**config.mk**
```make
export PLATFORM = sky130hd
export DESIGN_NAME = hazard_scoreboard
export DESIGN_NICKNAME = d
export VERILOG_FILES = /design/src/rtl/hazard_scoreboard.sv
export SDC_FILE = /design/constraint.sdc
export NUM_CORES = 1
export LEC_CHECK = 0
export ABC_AREA = 1
export CAP_MARGIN = 40
export CELL_PAD_IN_SITES_DETAIL_PLACEMENT = 1
export CELL_PAD_IN_SITES_GLOBAL_PLACEMENT = 1
export CORE_ASPECT_RATIO = 2
export CORE_MARGIN = 1.5
export CORE_UTILIZATION = 39
export CTS_BUF_LIST = sky130_fd_sc_hd__clkbuf_2 sky130_fd_sc_hd__clkbuf_4 sky130_fd_sc_hd__clkbuf_8
export DETAILED_ROUTE_END_ITERATION = 12
export PLACE_DENSITY = 0.86
export RECOVER_POWER = 100
export SLEW_MARGIN = 10
export SYNTH_ARGS = -nofsm -noshare
export SYNTH_HDL_FRONTEND = slang
export SYNTH_SLANG_ARGS = --single-unit
```
**constraint.sdc**
```tcl
create_clock -name clk -period 3.1 [get_ports clk]
set_input_delay 0.62 -clock clk [delete_from_list [all_inputs] [get_ports clk]]
set_output_delay 0.62 -clock clk [all_outputs]
set_load 0.03 [all_outputs]
```
**src/rtl/hazard_scoreboard.sv**
```systemverilog
// Decode-stage hazard scoreboard: tracks in-flight destinations across E/M/W,
// raises stall when a source is not produced in time, and reports forward sources.
module hazard_scoreboard #(
  parameter int REG_W = 5,
  parameter int T_W   = 2,
  parameter int CNT_W = 16
) (
  input  logic             clk,
  input  logic             rst_n,
  input  logic [T_W-1:0]   d_tuse,
  input  logic [T_W-1:0]   d_tnew,
  input  logic [REG_W-1:0] d_rs,
  input  logic [REG_W-1:0] d_rt,
  input  logic [REG_W-1:0] d_rd,
  output logic             stall,
  output logic [1:0]       fwd_rs,
  output logic [1:0]       fwd_rt,
  output logic [CNT_W-1:0] stall_cnt
);

  // Handshake: stall=1 means the D record is not consumed this edge; D must hold it
  // and a bubble enters E. stall=0 means the D record enters E on this edge.

  typedef struct packed {
    logic           hit;
    logic [1:0]     code;
    logic [T_W-1:0] tnew;
  } lookup_t;

  logic [REG_W-1:0] r_e_dst, r_m_dst, r_w_dst;
  logic [T_W-1:0]   r_e_tnew, r_m_tnew, r_w_tnew;
  logic [CNT_W-1:0] r_stall_cnt;

  lookup_t w_rs_hit;
  lookup_t w_rt_hit;
  logic    w_stall_rs;
  logic    w_stall_rt;
  logic    w_stall;

  function automatic logic [T_W-1:0] sat_dec(input logic [T_W-1:0] x);
    return (x == '0) ? '0 : x - T_W'(1);
  endfunction

  // Youngest stage wins; register 0 never matches because src==0 is filtered first.
  function automatic lookup_t lookup(
    input logic [REG_W-1:0] src,
    input logic [REG_W-1:0] e_dst, input logic [T_W-1:0] e_tnew,
    input logic [REG_W-1:0] m_dst, input logic [T_W-1:0] m_tnew,
    input logic [REG_W-1:0] w_dst, input logic [T_W-1:0] w_tnew
  );
    lookup_t res;
    res = '0;
    if (src != '0) begin
      if (e_dst == src) begin
        res.hit  = 1'b1;
        res.code = 2'b01;
        res.tnew = e_tnew;
      end else if (m_dst == src) begin
        res.hit  = 1'b1;
        res.code = 2'b10;
        res.tnew = m_tnew;
      end else if (w_dst == src) begin
        res.hit  = 1'b1;
        res.code = 2'b11;
        res.tnew = w_tnew;
      end
    end
    return res;
  endfunction

  always_comb begin
    w_rs_hit   = lookup(d_rs, r_e_dst, r_e_tnew, r_m_dst, r_m_tnew, r_w_dst, r_w_tnew);
    w_rt_hit   = lookup(d_rt, r_e_dst, r_e_tnew, r_m_dst, r_m_tnew, r_w_dst, r_w_tnew);
    w_stall_rs = w_rs_hit.hit && (w_rs_hit.tnew > d_tuse);
    w_stall_rt = w_rt_hit.hit && (w_rt_hit.tnew > d_tuse);
    w_stall    = w_stall_rs || w_stall_rt;
  end

  assign stall     = w_stall;
  assign fwd_rs    = (w_rs_hit.hit && w_rs_hit.tnew == '0) ? w_rs_hit.code : 2'b00;
  assign fwd_rt    = (w_rt_hit.hit && w_rt_hit.tnew == '0) ? w_rt_hit.code : 2'b00;
  assign stall_cnt = r_stall_cnt;

  always_ff @(posedge clk or negedge rst_n) begin
    if (!rst_n) begin
      r_e_dst     <= '0;
      r_e_tnew    <= '0;
      r_m_dst     <= '0;
      r_m_tnew    <= '0;
      r_w_dst     <= '0;
      r_w_tnew    <= '0;
      r_stall_cnt <= '0;
    end else begin
      if (w_stall) begin
        r_e_dst  <= '0;
        r_e_tnew <= '0;
      end else begin
        r_e_dst  <= d_rd;
        r_e_tnew <= d_tnew;
      end
      r_m_dst  <= r_e_dst;
      r_m_tnew <= sat_dec(r_e_tnew);
      r_w_dst  <= r_m_dst;
      r_w_tnew <= sat_dec(r_m_tnew);
      if (w_stall && (r_stall_cnt != '1)) begin
        r_stall_cnt <= r_stall_cnt + CNT_W'(1);
      end
    end
  end

endmodule

```
## Word level (Yosys, flattened, before mapping)

Cells that the tools add are included.

| storage, ports and cells | value |
|---|---|
| input port bits | 21 |
| bits in registers | 37 |
| bits in writable memories | 0 |
| bits in latches | 0 |
| ROM bits | 0 |
| output and inout port bits | 21 |
| memories | 0 |
| logic and storage cells | 45 |

| operators by class | value |
|---|---|
| add/sub/neg operators | 3 |
| muxes and demuxes | 14 |
| bitwise gates (word level) | 0 |
| order comparisons | 2 |
| equality and inequality tests | 7 |
| shifts and indexed selects | 0 |
| divide/modulo/power cells | 0 |
| reductions and logical operators | 12 |
| $mul | 0 |

Operators with widths:

| kind | number |
|---|---|
| $mux 5 | 9 |
| $eq 5x5->1 | 6 |
| $add 16x1->16 const B | 1 |
| $ne 16x16->1 const B | 1 |
| $mux 2 | 5 |
| $reduce_bool 5->1 | 2 |
| $logic_not 2->1 | 4 |
| $logic_and 1x1->1 | 5 |
| $gt 2x2->1 | 2 |
| $sub 2x1->2 const B | 2 |
| $logic_or 1x1->1 | 1 |

## Longest topological paths before layout

| logic depth | value |
|---|---|
| depth after elaboration | 9 |
| gate-level depth with buffers | 19 |
| mapped depth without buffers | 18 |

## Worst setup path after synthesis

OpenSTA, ideal clock, no wires.

| path | value |
|---|---|
| path type | input -> output |
| start point | input port d_rt[0] |
| end point | output port stall |
| path buffers | 1 |
| stages on the path | 16 |
| path slack | 0.363 ns |
| arrival time | 2.117 ns |
| required time | 2.480 ns |
| cell sequence | inv_1 nand2_1 nand2_1 nor2_1 nand3b_1 inv_1 nor2_1 nand2_1 nand2_1 inv_1 ha_1 a21oi_1 a21oi_1 nand3_2 nand2_4 buf_6 |

| between the ends | value |
|---|---|
| word-level cells in the longest chain between the ends | 8 |
| elaborated cells between the ends (all ways) | 11 |

Ends and longest elaborated chain:

| element | line | RTL |
|---|---|---|
| start: declaration | 13 | `input logic [REG_W-1:0] d_rt,` |
| $eq 5x5->1 | 62 | `end else if (w_dst == src) begin` |
| $mux 5 | 62 |  |
| $mux 5 | 58 | `end else if (m_dst == src) begin` |
| $mux 5 | 54 | `if (e_dst == src) begin` |
| $mux 5 * | 53 | `if (src != '0) begin` |
| $gt 2x2->1 | 75 | `w_stall_rt = w_rt_hit.hit && (w_rt_hit.tnew > d_tuse);` |
| $logic_and 1x1->1 * | 75 |  |
| $logic_or 1x1->1 * | 76 | `w_stall = w_stall_rs \|\| w_stall_rt;` |
| end: declaration | 15 | `output logic stall,` |

Every way passes the cells marked *; elsewhere a longest branch is shown, timed or not.

## Worst setup path after layout

| path | value |
|---|---|
| start point | input port d_rs[2] |
| end point | output port stall |

| between the ends | value |
|---|---|
| word-level cells in the longest chain between the ends | 8 |
| elaborated cells between the ends (all ways) | 11 |

Ends and longest elaborated chain:

| element | line | RTL |
|---|---|---|
| start: declaration | 12 | `input logic [REG_W-1:0] d_rs,` |
| $eq 5x5->1 | 62 |  |
| $mux 5 | 62 |  |
| $mux 5 | 58 |  |
| $mux 5 | 54 |  |
| $mux 5 * | 53 |  |
| $gt 2x2->1 | 74 | `w_stall_rs = w_rs_hit.hit && (w_rs_hit.tnew > d_tuse);` |
| $logic_and 1x1->1 * | 74 |  |
| $logic_or 1x1->1 * | 76 |  |

Marks and branches as above.

==> impl_metrics.toml <==
[setup_path]
rr_endpoint = "stall_cnt[4]"
path_cells = "clkdlybuf4s15_2 -> buf_4 -> xnor2_2 -> nand3_2 -> clkinv_1 -> nand3_2 -> nand2_1 -> nand2_2 -> inv_2 -> ha_4 -> a21oi_2 -> a21oi_2 -> nand3_2 -> nand2_4 -> buf_6"
cp.arrival_ns = 2.38
reg2regPathDepth = 19
worstSetupEndpointType = "output pin"
max_stage_delay_ns = 0.27
cp_common_cell = "nand3_2"
worstSetupEndpoint = "stall"
rr_startpoint = "r_e_dst[0]"
cp_slowest_cell = "ha_4"
crit_fanout = 4
critPathKind = "input port to output pin"
rrSetupSlack_ns = 0.22
crit_path_start_kind = "input port"
cp.required_ns = 2.48
critPathLaunch = "d_rs[2]"

[clock_tree]
cts_hold_buffers = 0
clk_path_buf_depth = 2
cts_buffers = 5
tritoncts = "yes"
ctsHtreeMaxLevel = 2
cts_sinks = 37
clk_pin_slew_ns = 0.08
clockRootBuffer = "clkbuf_8"
clock_latency_ns = 0.29

[timing]
worst_slew_pin_slew_ns = 1.664
max_freq_mhz = 333.4
period_needed_ns = 2.999
finalHoldViolCount = 0
setup_violations = 0
fin_crit_sh_pct = 96.74
fin_skew_ns = 0.006576
maxSlewHeadroom_pct = -10.96
drv_slew = 32
worst_slack_ns = 0.1009

[floorplan]
die-area_sq_um = 6828
rows = 40
initial_utilization_pct = 40.66
fp.dieW_um = 59.19
ios = 42
die_h_um = 115.4
fp.coreArea_sq_um = 6056

[power_and_ir_drop]
peakVddDrop_mv = 0.3100
power_frac_seq_pct = 45.1
comb_power_share_pct = 28.4
power_frac_clock_pct = 26.5
p_leak_nw = 1.849
switching_share_pct = 34.63
internal-power_w = 0.0008375
power_switching_w = 0.0004437
powerDensity_nw_per_um2 = 380.7

[cells_and_area]
nets = 467
multi_input_area_sq_um = 1423
finalCoreUtilization_pct = 55.58
diodes = 0
syn2layout_area_growth_pct = 36.69
final_cells = 526
final-seq-area_sq_um = 925.9
drive_gt1_share_pct = 26.70
fin_area_sq_um = 3366
fillCellCount = 796

[yosys]
yosysMostFrequentCell = "nand2_1"
yosys_most_used_dff = "dfrtp_1"
syn_area_per_cell_sq_um = 6.802
yosys.area.top_type = "dfrtp_1"
synth_area_sq_um = 2462
ys_top_cells_by_count = "nand2_1 (125), nor2_1 (48), inv_1 (43), dfrtp_1 (37), nand3_1 (35)"
synth.area.top_cells = "dfrtp_1 (38%), nand2_1 (19%), nor2_1 (7.3%)"
syn_inst = 362
synth_nets = 388
synth-edff-count = 0
synth-seq-cells = 37
synth_top_area_share_pct = 37.60
synth_seq_area_share_pct = 37.60
yosysWarnings = 0
synth.distinct_cells = 25
synthArstFlopShare_pct = 100.0

[place]
dp_hpwl_um = 6093
place_congestion = 0.8372
dp_cells = 511
dp_slack_ns = -0.5506
io_buffers = 41
placed_area_sq_um = 3148

[global_route]
grt_util_all_layers_pct = 24.68
grt_pass1_wl_um = 12680
overflow = 0
antenna_found_initial = 0
grt_max_degree = 32
grt_pass1_vias = 2796

[status]
status = "finished with violations"
violations = "capacitance limit, slew limit"

[routing]
vias = 2622
drt_iter0_drc = 61
antenna_left = 0
first_pass_iters = 4
viasPerCell = 4.985
wirelength_um = 7863
routedWlPerCell_um = 14.95
drcViolationCount = 0

[worst_hold_path]
hp-class = "input port to async pin"

[run]
drv_cap = 1
==> cell families (layout without fill, tap and decap cells) <==
kind of cell               count (synthesis)  after routing  share of synthesized area, %
buffers and inverters                     60            140                         9.959
adders and majority gates                  5              5                         2.541
xor gates and xnor gates                  19             19                         6.758
AOI/OAI and AO/OA                         12             12                         2.541
DFF                                       37             37                         37.60
and+or+nand+nor                          229            229                         40.60
==> final cells by class <==
class	instances	area share [%]
multi-input cells	265	42.27
flip-flops and latches	37	27.51
repair buffers	76	18.29
inverters	56	6.245
well taps	84	3.123
clock buffers	6	2.268
clock inverters	2	0.2974
==> placed cells by master (no fill, tap or decap), types with 3 or more instances in the layout <==
| cell | n |
|---|---|
| nand2_1 | 119 |
| nor2_1 | 37 |
| dfrtp_1 | 37 |
| inv_1 | 36 |
| buf_4 | 36 |
| nand3_1 | 32 |
| inv_2 | 16 |
| dlygate4sd3_1 | 16 |
| nor2_2 | 12 |
| nand3_2 | 11 |
| xor2_1 | 9 |
| clkdlybuf4s50_1 | 9 |
| nand2_2 | 7 |
| xnor2_1 | 7 |
| buf_2 | 7 |
| clkbuf_8 | 5 |
| clkinv_1 | 4 |
| a21oi_2 | 4 |
| nor3_1 | 4 |
| xnor2_2 | 3 |
| nor3_2 | 3 |
| clkbuf_4 | 3 |
| clkbuf_1 | 3 |
==> flip-flops by register name (all words and copies together) (netlist names) <==
signal	flops
stall_cnt	16
r_e_dst	5
r_m_dst	5
r_w_dst	5
r_e_tnew	2
r_m_tnew	2
r_w_tnew	2
==> worst min-delay path by stage <==
stage | depth (start not counted) | slack [ns] | startpoint | endpoint
detailed placement | 0 | 0.43 | r_m_dst[4] | r_w_dst[4]
global placement | 0 | 0.41 | r_m_dst[4] | r_w_dst[4]
CTS | 1 | 0.16 | rst_n | stall_cnt[0]
finish | 1 | 0.22 | rst_n | stall_cnt[1]
floorplan | 0 | 0.32 | rst_n | r_e_dst[0]
global route | 1 | 0.24 | rst_n | stall_cnt[0]
==> routing by layer <==
metal  share of wire [%]  vias up  GRT usage [%]
li1                    -     1267              -
met1                  34     1284          23.98
met2                  60       55          49.38
met3                 2.6       16          1.912
met4                 2.7        0          10.45
met5                   0        -              0
==> worst max-delay path: cells and delay by family <==
kind,cells,cell delay [ns]
AO/OA/AOI/OAI,2,0.18
buffers and inverters,5,0.67
adder cells (fa/ha/maj),1,0.27
AND/OR/NAND/NOR,6,0.51
XOR/XNOR,1,0.13
==> per-stage QoR <==
stage / hold slack, ns / TNS (ns) / power [W]
after detailed placement: 0.4293 / -10.18 / 0.0009313
after global routing: 0.2401 / -0.08144 / 0.001358
after global placement: 0.4095 / -5.655 / 0.0009118
after CTS: 0.1569 / 0 / 0.001288
final: 0.2229 / 0 / 0.001281
after floorplan: 0.3244 / 0 / 0.0007678
==> power groups by stage <==
stage / Combinational (W) / Clock [W] / Sequential (W)
finish: 0.000364 / 0.000339 / 0.000578
global route: 0.000403 / 0.000371 / 0.000584
floorplan: 0.000165 / 0 / 0.000603
global placement: 0.000330 / 0 / 0.000581
detailed placement: 0.000346 / 0 / 0.000586
CTS: 0.000357 / 0.000353 / 0.000578
==> timing repair <==
| action | 4_1_cts | 5_1_grt |
|---|---|---|
| buffers inserted | 4 | 4 |
| gates resized for setup | 50 | 35 |
| pin swaps | 6 | 14 |
| endpoints found under the setup margin | 22 | 3 |
Power figures use the tool's default switching activity.
